**src/rtl/uart_tx_arbiter.sv**
```systemverilog
// Two-source round-robin arbiter feeding a single 8N1 UART transmitter.
// The serial line is registered; ready pulses are combinational in IDLE.
module uart_tx_arbiter #(
  parameter int CLK_PER_BIT = 434,
  parameter int CNT_W       = 16
) (
  input  logic       clk_in,
  input  logic       sys_rstn,
  input  logic       req0_valid,
  input  logic [7:0] req0_data,
  output logic       req0_ready,
  input  logic       req1_valid,
  input  logic [7:0] req1_data,
  output logic       req1_ready,
  output logic       uart_txd,
  output logic       busy,
  output logic       grant_id,
  output logic       tx_done
);

  typedef enum logic [1:0] {
    IDLE,
    START,
    DATA,
    STOP
  } state_t;

  localparam logic [CNT_W-1:0] LAST =
    CNT_W'(CLK_PER_BIT - 1);

  state_t     state;
  state_t     state_nx;
  logic [CNT_W-1:0] cnt;
  logic [2:0] idx;
  logic [2:0] idx_nx;
  logic [7:0] data;
  logic       pref1;
  logic       txd;
  logic       txd_nx;
  logic       gnt;
  logic       sel;
  logic       bit_end;

  assign bit_end = (cnt == LAST);
  assign idx_nx  = idx + 3'd1;
  assign gnt = sys_rstn && (state == IDLE)
            && (req0_valid || req1_valid);
  // With both requesting, the loser of the last grant wins.
  assign sel = (req0_valid && req1_valid)
             ? pref1 : req1_valid;

  always_ff @(posedge clk_in) begin
    if (!sys_rstn) state <= IDLE;
    else           state <= state_nx;
  end

  always_comb begin
    state_nx = state;
    unique case (state)
      IDLE:  if (gnt) state_nx = START;
      START: if (bit_end) state_nx = DATA;
      DATA:  if (bit_end && idx == 3'd7)
               state_nx = STOP;
      STOP:  if (bit_end) state_nx = IDLE;
      default: state_nx = IDLE;
    endcase
  end

  always_comb begin
    req0_ready = gnt && !sel;
    req1_ready = gnt && sel;
    busy       = (state != IDLE) || gnt;
    tx_done    = sys_rstn && (state == STOP)
              && bit_end;
    txd_nx     = txd;
    unique case (state)
      IDLE:  txd_nx = !gnt;
      START: if (bit_end) txd_nx = data[0];
      DATA:
        if (bit_end)
          txd_nx = (idx == 3'd7) ? 1'b1
                 : data[idx_nx];
      STOP:  txd_nx = 1'b1;
      default: txd_nx = 1'b1;
    endcase
  end

  always_ff @(posedge clk_in) begin
    if (!sys_rstn) begin
      cnt      <= '0;
      idx      <= 3'd0;
      data     <= 8'd0;
      pref1    <= 1'b0;
      grant_id <= 1'b0;
      txd      <= 1'b1;
    end else begin
      txd <= txd_nx;
      // IDLE holds the counter so START always begins at zero.
      if (state == IDLE || bit_end) cnt <= '0;
      else                          cnt <= cnt + 1'b1;
      if (gnt) begin
        data     <= sel ? req1_data : req0_data;
        grant_id <= sel;
        pref1    <= !sel;
        idx      <= 3'd0;
      end
      if (state == DATA && bit_end)
        idx <= idx_nx;
    end
  end

  assign uart_txd = txd;

endmodule
```
**config.mk**
```make
export PLATFORM = sky130hd
export DESIGN_NAME = uart_tx_arbiter
export DESIGN_NICKNAME = d
export VERILOG_FILES = /design/src/rtl/uart_tx_arbiter.sv
export SDC_FILE = /design/constraint.sdc
export NUM_CORES = 1
export LEC_CHECK = 0
export ABC_AREA = 1
export BUFFER_PORTS_ARGS = -buffer_cell sky130_fd_sc_hd__buf_2
export CAP_MARGIN = 20
export CORE_ASPECT_RATIO = 1.4
export CORE_MARGIN = 2
export CORE_UTILIZATION = 37
export CTS_BUF_LIST = sky130_fd_sc_hd__clkbuf_4 sky130_fd_sc_hd__clkbuf_8
export DETAILED_ROUTE_END_ITERATION = 10
export PLACE_DENSITY = 0.57
export SETUP_SLACK_MARGIN = 0.5
export SLEW_MARGIN = 20
export SYNTH_ARGS = -nofsm -noshare
export SYNTH_HDL_FRONTEND = slang
export SYNTH_SLANG_ARGS = --single-unit
```
**constraint.sdc**
```tcl
create_clock -name clk_in -period 1.5 [get_ports clk_in]
set_input_delay 0.15 -clock clk_in [delete_from_list [all_inputs] [get_ports clk_in]]
set_output_delay 0.15 -clock clk_in [all_outputs]
set_load 0.005 [all_outputs]
```
### Word-level counts from Yosys, hierarchy flattened

Cells that the tools add are included.

| cells by class | value |
|---|---|
| add/subtract/negate cells | 2 |
| order comparisons | 1 |
| equality and inequality tests | 10 |
| mux-type cells | 15 |
| bitwise logic cells | 1 |
| reduce and logical (&&, ||, !) cells | 20 |

Operators with widths:

| kind | number |
|---|---|
| 16-bit by 1-bit adder with 16-bit output (second input constant) | 1 |
| 16-bit by 9-bit equality test with 1-bit output (second input constant) | 1 |
| 2-bit != test (second input constant) | 5 |
| 1-bit logical AND | 9 |
| 2-bit 2-to-1 mux | 4 |
| 8-bit 2-to-1 mux | 1 |
| 2-bit case mux with 4 select lines | 1 |
| 3-bit 2-to-1 mux | 2 |
| 1-bit 2-to-1 mux | 5 |
| 2-bit equality test (second input constant) | 2 |
| 3-bit by 4-bit less-than comparator with 1-bit output (second input constant) | 1 |
| 1-bit case mux with 4 select lines | 1 |
| 4-bit AND reduction | 1 |
| 2-bit nonzero test | 2 |
| 3-bit by 1-bit adder with 3-bit output (second input constant) | 1 |
| 1-bit binary-select mux with 3-bit select | 1 |
| 3-bit equality test (second input constant) | 1 |
| 1-bit logical OR | 3 |
| 2-bit by 1-bit equality test with 1-bit output (second input constant) | 1 |
| 1-bit zero test | 2 |
| 2-bit zero test | 1 |
| 2-bit AND reduction | 1 |
| 2-bit OR reduction | 1 |
| 1-bit inverter | 1 |

| word-level totals | value |
|---|---|
| bits in registers | 32 |
| output and inout bits | 6 |
| logic and storage cells | 56 |

### Longest topological paths before layout

Gate-level depths: netlist of run 1.

| depth | value |
|---|---|
| depth after elaboration | 6 |
| mapped depth | 10 |

### Least setup slack after synthesis of run 1

OpenSTA, ideal clock, no wires.

| timing | value |
|---|---|
| kind | reg-to-reg |
| start point | register state[0] |
| end point | register data[2] |
| setup time | 74 ps |
| arrival | 1300 ps |
| slack | 126 ps |
| cell stages (with the launch flop) | 9 |
| path buffers | 1 |
| clock period less this slack | 1374 ps |
| cell sequence | dfxtp_1 inv_1 ha_1 inv_1 nor2_2 inv_2 buf_2 nand2_1 a31oi_1 |

| on the way | value |
|---|---|
| word-level cells in the longest chain between the ends | 3 |

Ends and longest elaborated chain:

| item | line | source |
|---|---|---|
| from (decl) | 31 | `state_t state;` |
| from (signal assigned) | 54 | `else state <= state_nx;` |
| 2-bit zero test | 46 | `assign gnt = sys_rstn && (state == IDLE)` |
| 1-bit logical AND | 46 |  |
| 1-bit logical AND | 47 | `&& (req0_valid \|\| req1_valid);` |
| to (signal assigned) | 102 | `data <= sel ? req1_data : req0_data;` |
| to (decl) | 36 | `logic [7:0] data;` |

Every way passes these cells.
A chain may end at the register's enable or synchronous reset.

### Worst setup path in the final report of run 1

| timing | value |
|---|---|
| start point | register cnt[3] |
| end point | output port tx_done |

| on the way | value |
|---|---|
| word-level cells in the longest chain between the ends | 2 |

Ends and longest elaborated chain:

| item | line | source |
|---|---|---|
| from (decl) | 33 | `logic [CNT_W-1:0] cnt;` |
| from (signal assigned) | 100 | `else cnt <= cnt + 1'b1;` |
| 16-bit by 9-bit equality test with 1-bit output | 44 | `assign bit_end = (cnt == LAST);` |
| 1-bit logical AND | 74 | `&& bit_end;` |
| to (decl) | 18 | `output logic tx_done` |

Every way passes these cells.

==> results of run 1 <==
[cell type report]
class,instances,area [sq um],area share (%)
tap,62,77.57,2.909
sequential,32,673.1,25.25
timing repair buffer,55,372.9,13.98
multi-input combinational,185,1299,48.71
inverter,38,155.1,5.819
clock inverter,1,5.005,0.1877
clock buffer,7,83.83,3.144
[routing by layer]
metal	up-vias	part of all wire [%]	track usage, %
li1	944	-	-
met1	823	38	19.79
met2	29	56	33.14
met3	9	3.5	5.488
met4	0	2.1	6.963
met5	-	0	0
[sequential cells by signal, summed over array words and instances (netlist names)]
register  flops
idx           3
cnt          16
grant_id      1
data          8
state         2
pref1         1
uart_txd      1
[synthesized netlist by cell type (3+ instances only)]
library cell / n
a21oi_1: 12
a31oi_1: 8
dfxtp_1: 32
ha_1: 9
inv_1: 37
nand2_1: 77
nand3_1: 20
nand4_1: 3
nor2_1: 26
nor2_2: 3
nor3_1: 6
nor3b_1: 3
o21ai_0: 4
[power groups by stage]
stage	Combinational (mW)	Clock, mW	Sequential, mW
global placement	0.771	0	1.05
detailed placement	0.777	0	1.05
finish	1.25	0.683	1.01
CTS	1.17	0.704	1.01
floorplan	0.618	0	1.04
global route	1.38	0.747	1.03
[path summary, 6_finish.rpt]
kind	depth (start not counted)	slack (ns)	end
hold reg to reg	2	0.48	cnt[14]
setup reg to reg	9	0.05	cnt[7]
hold / removal	3	0.11	data[3]
setup / recovery	6	0.04	tx_done
[critical path: cells and delay by family (launching register included)]
kind / cells / cell delay (ns)
flops: 1 / 0.37
buf+inv: 1 / 0.14
simple gates: 5 / 0.52
[kinds of logic (layout without fill, tap and decap cells)]
kind of cell             count (synthesis)  in the layout
flip-flops                              32             32
AO/OA/AOI/OAI                           29             29
buffers and inverters                   41            101
adder cells (fa/ha/maj)                  9              9
AND/OR/NAND/NOR                        146            147
[repair_timing]
action                                  4_1_cts  5_1_grt
buffers inserted                             21        3
gates cloned                                  1        1
hold buffers                                  0        0
resized for setup                            44       26
pin swaps                                    15       20
endpoints found under the hold margin         0        0
endpoints found under the setup margin       36       36
==> results.toml, run 1 <==
[placement]
gp_congestion = 0.8427
dp_hpwl_um = 2981
port_buffers = 25
dp_cells = 346
place_ws_ns = 0.05675
dpl_cell_area_sq_um = 2122

[detailed_routing]
drc = 0
drtIter0Drc = 45
antenna_left = 0
num_vias = 1805
routed_via_density = 4.750
drt_wl_total_um = 4510
dr.pass1.iters = 4
wire_per_inst_um = 11.87

[run_status]
status = "finished, final reports clean"

[critical_path]
worstSetupPathType = "flip-flop to output port"
rr_startpoint = "cnt[3]"
start_kind = "flip-flop"
cp_slowest_cell = "dfxtp_4"
arrival_ns = 1.31
crit_path_max_fanout = 4
cp_cell_sequence = "nor2_4 > nand3_2 > nor2_4 > nand2_4 > nor3_2 > buf_2"
slowest_delay_ns = 0.37
cp-end-kind = "output port"
crit_required_ns = 1.35
crit_path_frequent_cell = "nor2_4"
startpoint = "cnt[3]"

[cells_and_area]
area_growth_pct = 52.87
final_nets = 346
fill_cells = 437
final_common_cell = "nand2_1"
diodes = 0
fin_util_pct = 58.79
postLayoutCellArea_sq_um = 2666
mostFrequentLayoutCells = "66 x nand2_1, 27 x inv_1, 25 x buf_2"
layout-drive-gt1-share_pct = 46.54
fin_cells = 380

[global_route]
grt_pass1_wl_um = 7383
grt.overflow.total = 0
antenna_found_initial = 0
grt_max_degree = 13
grt_pass1_vias = 1693
track_usage_pct = 18.69

[floorplanning]
die_width_um = 62.03
io_pins = 26
dieArea_sq_um = 5287
rows = 29
die_y_um = 85.24
core_area_sq_um = 4536
initial_core_util_pct = 38.46

[logic_synthesis]
yosys.area_share.simple_pct = 38.09
yosysTopAreaCellShare_pct = 36.73
seq_area_frac_synth_pct = 36.73
synthCells = 257
synth_area_per_cell_sq_um = 6.787
ys_seq_elements = 32
synth_compound_area_share_pct = 9.756
synthFlopType = "dfxtp_1"
synthXorXnorAreaFrac_pct = 0
synth_top_family_by_area = "simple AND/OR/NAND/NOR gates"
synth_fa_ha_area_share_pct = 6.456
syn-num-nets = 286
muxShareOfSynthArea_pct = 0
async_flop_share_pct = 0
synth-edff-count = 0
yosysTopAreaCell = "dfxtp_1"
syn_area_sq_um = 1744
synth_cell_type_count = 27
yosys_warnings = 0
synthTopCellsByArea = "dfxtp_1 37%, nand2_1 17%, inv_1 8.0%"

[sta]
worst_pin_slew_ns = 0.3206
fin_crit_ns = 1.464
whs_ns = 0.1091
worst_slack_ns = 0.03630
fin_setup_tns_ns = 0
maxSlewHeadroom_pct = 78.40
setup_viol = 0
fmax_mhz = 683.2
hold_viol = 0
rsz0062_at_grt = "true"
fin_crit_sh_pct = 97.58
slew_violations = 0
clock_skew_ns = 0.006345

[power]
combinationalPowerShare_pct = 42.5
vdd_drop_max_v = 0.0008104
power.total_mw = 2.948
swShare_pct = 35.86
p_leak_nw = 1.104
p_switching_mw = 1.057
clkPwrFrac_pct = 23.2
seqPwrFrac_pct = 34.3
powerDensity_nw_per_um2 = 1106
intPower_mw = 1.891

[cts]
cts_tree = "built"
cts.sinks = 32
cts_buffers = 5
root_buffer = "clkbuf_8"
clkTransAtPathRegs_ns = 0.07
clkLatencyLatePin_ns = 0.29
htreeDepth = 2
clockBufferDepth = 2

[run]
cap_violations = 0

[hold_path]
hold_start = "req0_data[3]"
hold_class = "input pin to flip-flop"
Note: power is estimated with default switching activity, not from simulation.
==> run 2, diff against run 1 <==
==> constraint.sdc (replaced) <==
create_clock -name clk_in -period 1.5 [get_ports clk_in]
set_input_delay 0.15 -clock clk_in [delete_from_list [all_inputs] [get_ports clk_in]]
set_output_delay 0.15 -clock clk_in [all_outputs]
set_load 0.02 [all_outputs]
==> run 2 against run 1 <==
Effect of this change:
- the flow now finishes with violations (setup timing)
- via count increased by 0.39%
- critical endpoint is now req1_ready
- largest cell class unchanged
- cell area rose by 6.6%
- routed wire length up 4.8%
==> results.toml, run 2 (synthesized netlist as in run 1, its figures left out) <==
[sta]
slew_violations = 0
worst_slack_ns = -0.001101
worst_pin_slew_ns = 0.4266
hold_viol = 0
maxSlewHeadroom_pct = 71.53
fin_setup_tns_ns = -0.001101
fin_crit_ns = 1.501
rsz0062_at_grt = "true"
clock_skew_ns = 0.006663
whs_ns = 0.1176
fmax_mhz = 666.2
setup_viol = 1
fin_crit_sh_pct = 100.1

[detailed_routing]
antenna_left = 0
drtIter0Drc = 42
num_vias = 1812
routed_via_density = 4.682
wire_per_inst_um = 12.21
dr.pass1.iters = 4
drt_wl_total_um = 4727
drc = 0

[global_route]
grt_pass1_wl_um = 7707
grt_pass1_vias = 1784
grt_max_degree = 13
grt.overflow.total = 0
antenna_found_initial = 0
track_usage_pct = 19.66

[cts]
hold_buffers = 0
root_buffer = "clkbuf_8"
htreeDepth = 2
clkLatencyLatePin_ns = 0.29
clkTransAtPathRegs_ns = 0.07
cts_buffers = 5
cts_tree = "built"
clockBufferDepth = 2
cts.sinks = 32

[cells_and_area]
largestRegisters = "cnt x16, data x8, idx x3"
diodes = 0
fin_util_pct = 62.68
area_growth_pct = 62.98
layout-drive-gt1-share_pct = 51.08
final_nets = 353
multi_input_area_sq_um = 1343
postLayoutCellArea_sq_um = 2843
mostFrequentLayoutCells = "50 x nand2_1, 30 x inv_1, 28 x buf_4"
fill_cells = 427
largest_reg_flops = 16
final_common_cell = "nand2_1"
regMostFlops = "cnt"
regArea_sq_um = 665.6

[critical_path]
crit_path_max_fanout = 3
cp_cell_sequence = "inv_2 > ha_4 > inv_6 > nor2_4 > inv_2 > nor2_4 > buf_6"
cp_slowest_cell = "dfxtp_2"
slowest_delay_ns = 0.33
startpoint = "state[0]"
rr_startpoint = "cnt[2]"
start_kind = "flip-flop"
crit_required_ns = 1.35
arrival_ns = 1.35
cp-end-kind = "output port"
worstSetupPathType = "flip-flop to output port"

[placement]
dpl_cell_area_sq_um = 2132
dp_hpwl_um = 3073
port_buffers = 25
gp_congestion = 0.7781

[power]
power.total_mw = 3.299
swShare_pct = 34.78
powerDensity_nw_per_um2 = 1161
p_leak_nw = 1.196
p_switching_mw = 1.147
intPower_mw = 2.152
seqPwrFrac_pct = 30.6
combinationalPowerShare_pct = 44.8
vdd_drop_max_v = 0.0007685
clkPwrFrac_pct = 24.6

[floorplanning]
die_width_um = 62.03
rows = 29
die_y_um = 85.24
initial_core_util_pct = 38.46
core_area_sq_um = 4536
dieArea_sq_um = 5287
io_pins = 26

[hold_path]
hold_class = "input pin to flip-flop"
hold_start = "req1_data[5]"

[run]
cap_violations = 0

[run_status]
status = "finished with violations"
failed_checks = "setup timing"
==> run 2: cell count changes in the layout (fill, tap and decap cells not counted), sizes merged <==
cell    previous run  this run
buf               55        63
bufinv             0         1
clkbuf             7         5
clkinv             1         2
nand3             22        21
==> run 2: repair_timing <==
item | 4_1_cts | 5_1_grt
pin swaps | 30 | 22
setup endpoints to repair | 36 | 36
gates cloned | 3 | 0
setup buffers | 23 | 7
resized for setup | 72 | 25
==> run 2: layout make-up <==
cell class | instances | area share (%)
multi-input cells | 184 | 47.23
flip-flops and latches | 32 | 23.42
repair buffers | 63 | 17.52
inverters | 38 | 5.370
well taps | 62 | 2.729
clock buffers | 5 | 2.421
clock inverters | 3 | 1.320
==> run 2: routing by layer <==
metal	share of wire, %	up-vias	track usage [%]	wire, um
li1	-	953	-	-
met1	37	825	20.06	1737
met2	60	27	36.46	2813
met3	2.2	7	4.573	106
met4	1.5	0	7.157	70
met5	0	-	0	0
==> run 2: power by group through the flow <==
stage | Sequential (mW) | Combinational [mW] | Clock, mW
after floorplan | 1.06 | 0.636 | 0
after global placement | 1.05 | 0.851 | 0
after detailed placement | 1.05 | 0.866 | 0
after CTS | 1.01 | 1.37 | 0.835
after global routing | 1.02 | 1.62 | 0.875
final | 1.01 | 1.48 | 0.811
==> run 2: worst paths after layout <==
path	slack, ns	depth (start not counted)	end
worst max-delay path	-0.001	7	req1_ready
worst max register to register	0.03	11	state[0]
worst min register to register	0.46	2	cnt[14]
worst min-delay path	0.12	3	data[5]
==> run 2: metrics by stage <==
stage / setup WS (ns) / instances
after floorplan: 0.2028 / 257
after global placement: 0.1424 / 346
after detailed placement: 0.1234 / 346
after CTS: -0.04971 / 380
after global routing: -0.08249 / 387
final: -0.001101 / 387
==> run 2: worst max-delay path: cells and delay by family (launching register included) <==
| kind | cells | cell delay, ns |
|---|---|---|
| adder cells (fa/ha/maj) | 1 | 0.16 |
| buffers and inverters | 4 | 0.32 |
| flip-flops | 1 | 0.33 |
| AND/OR/NAND/NOR | 2 | 0.26 |
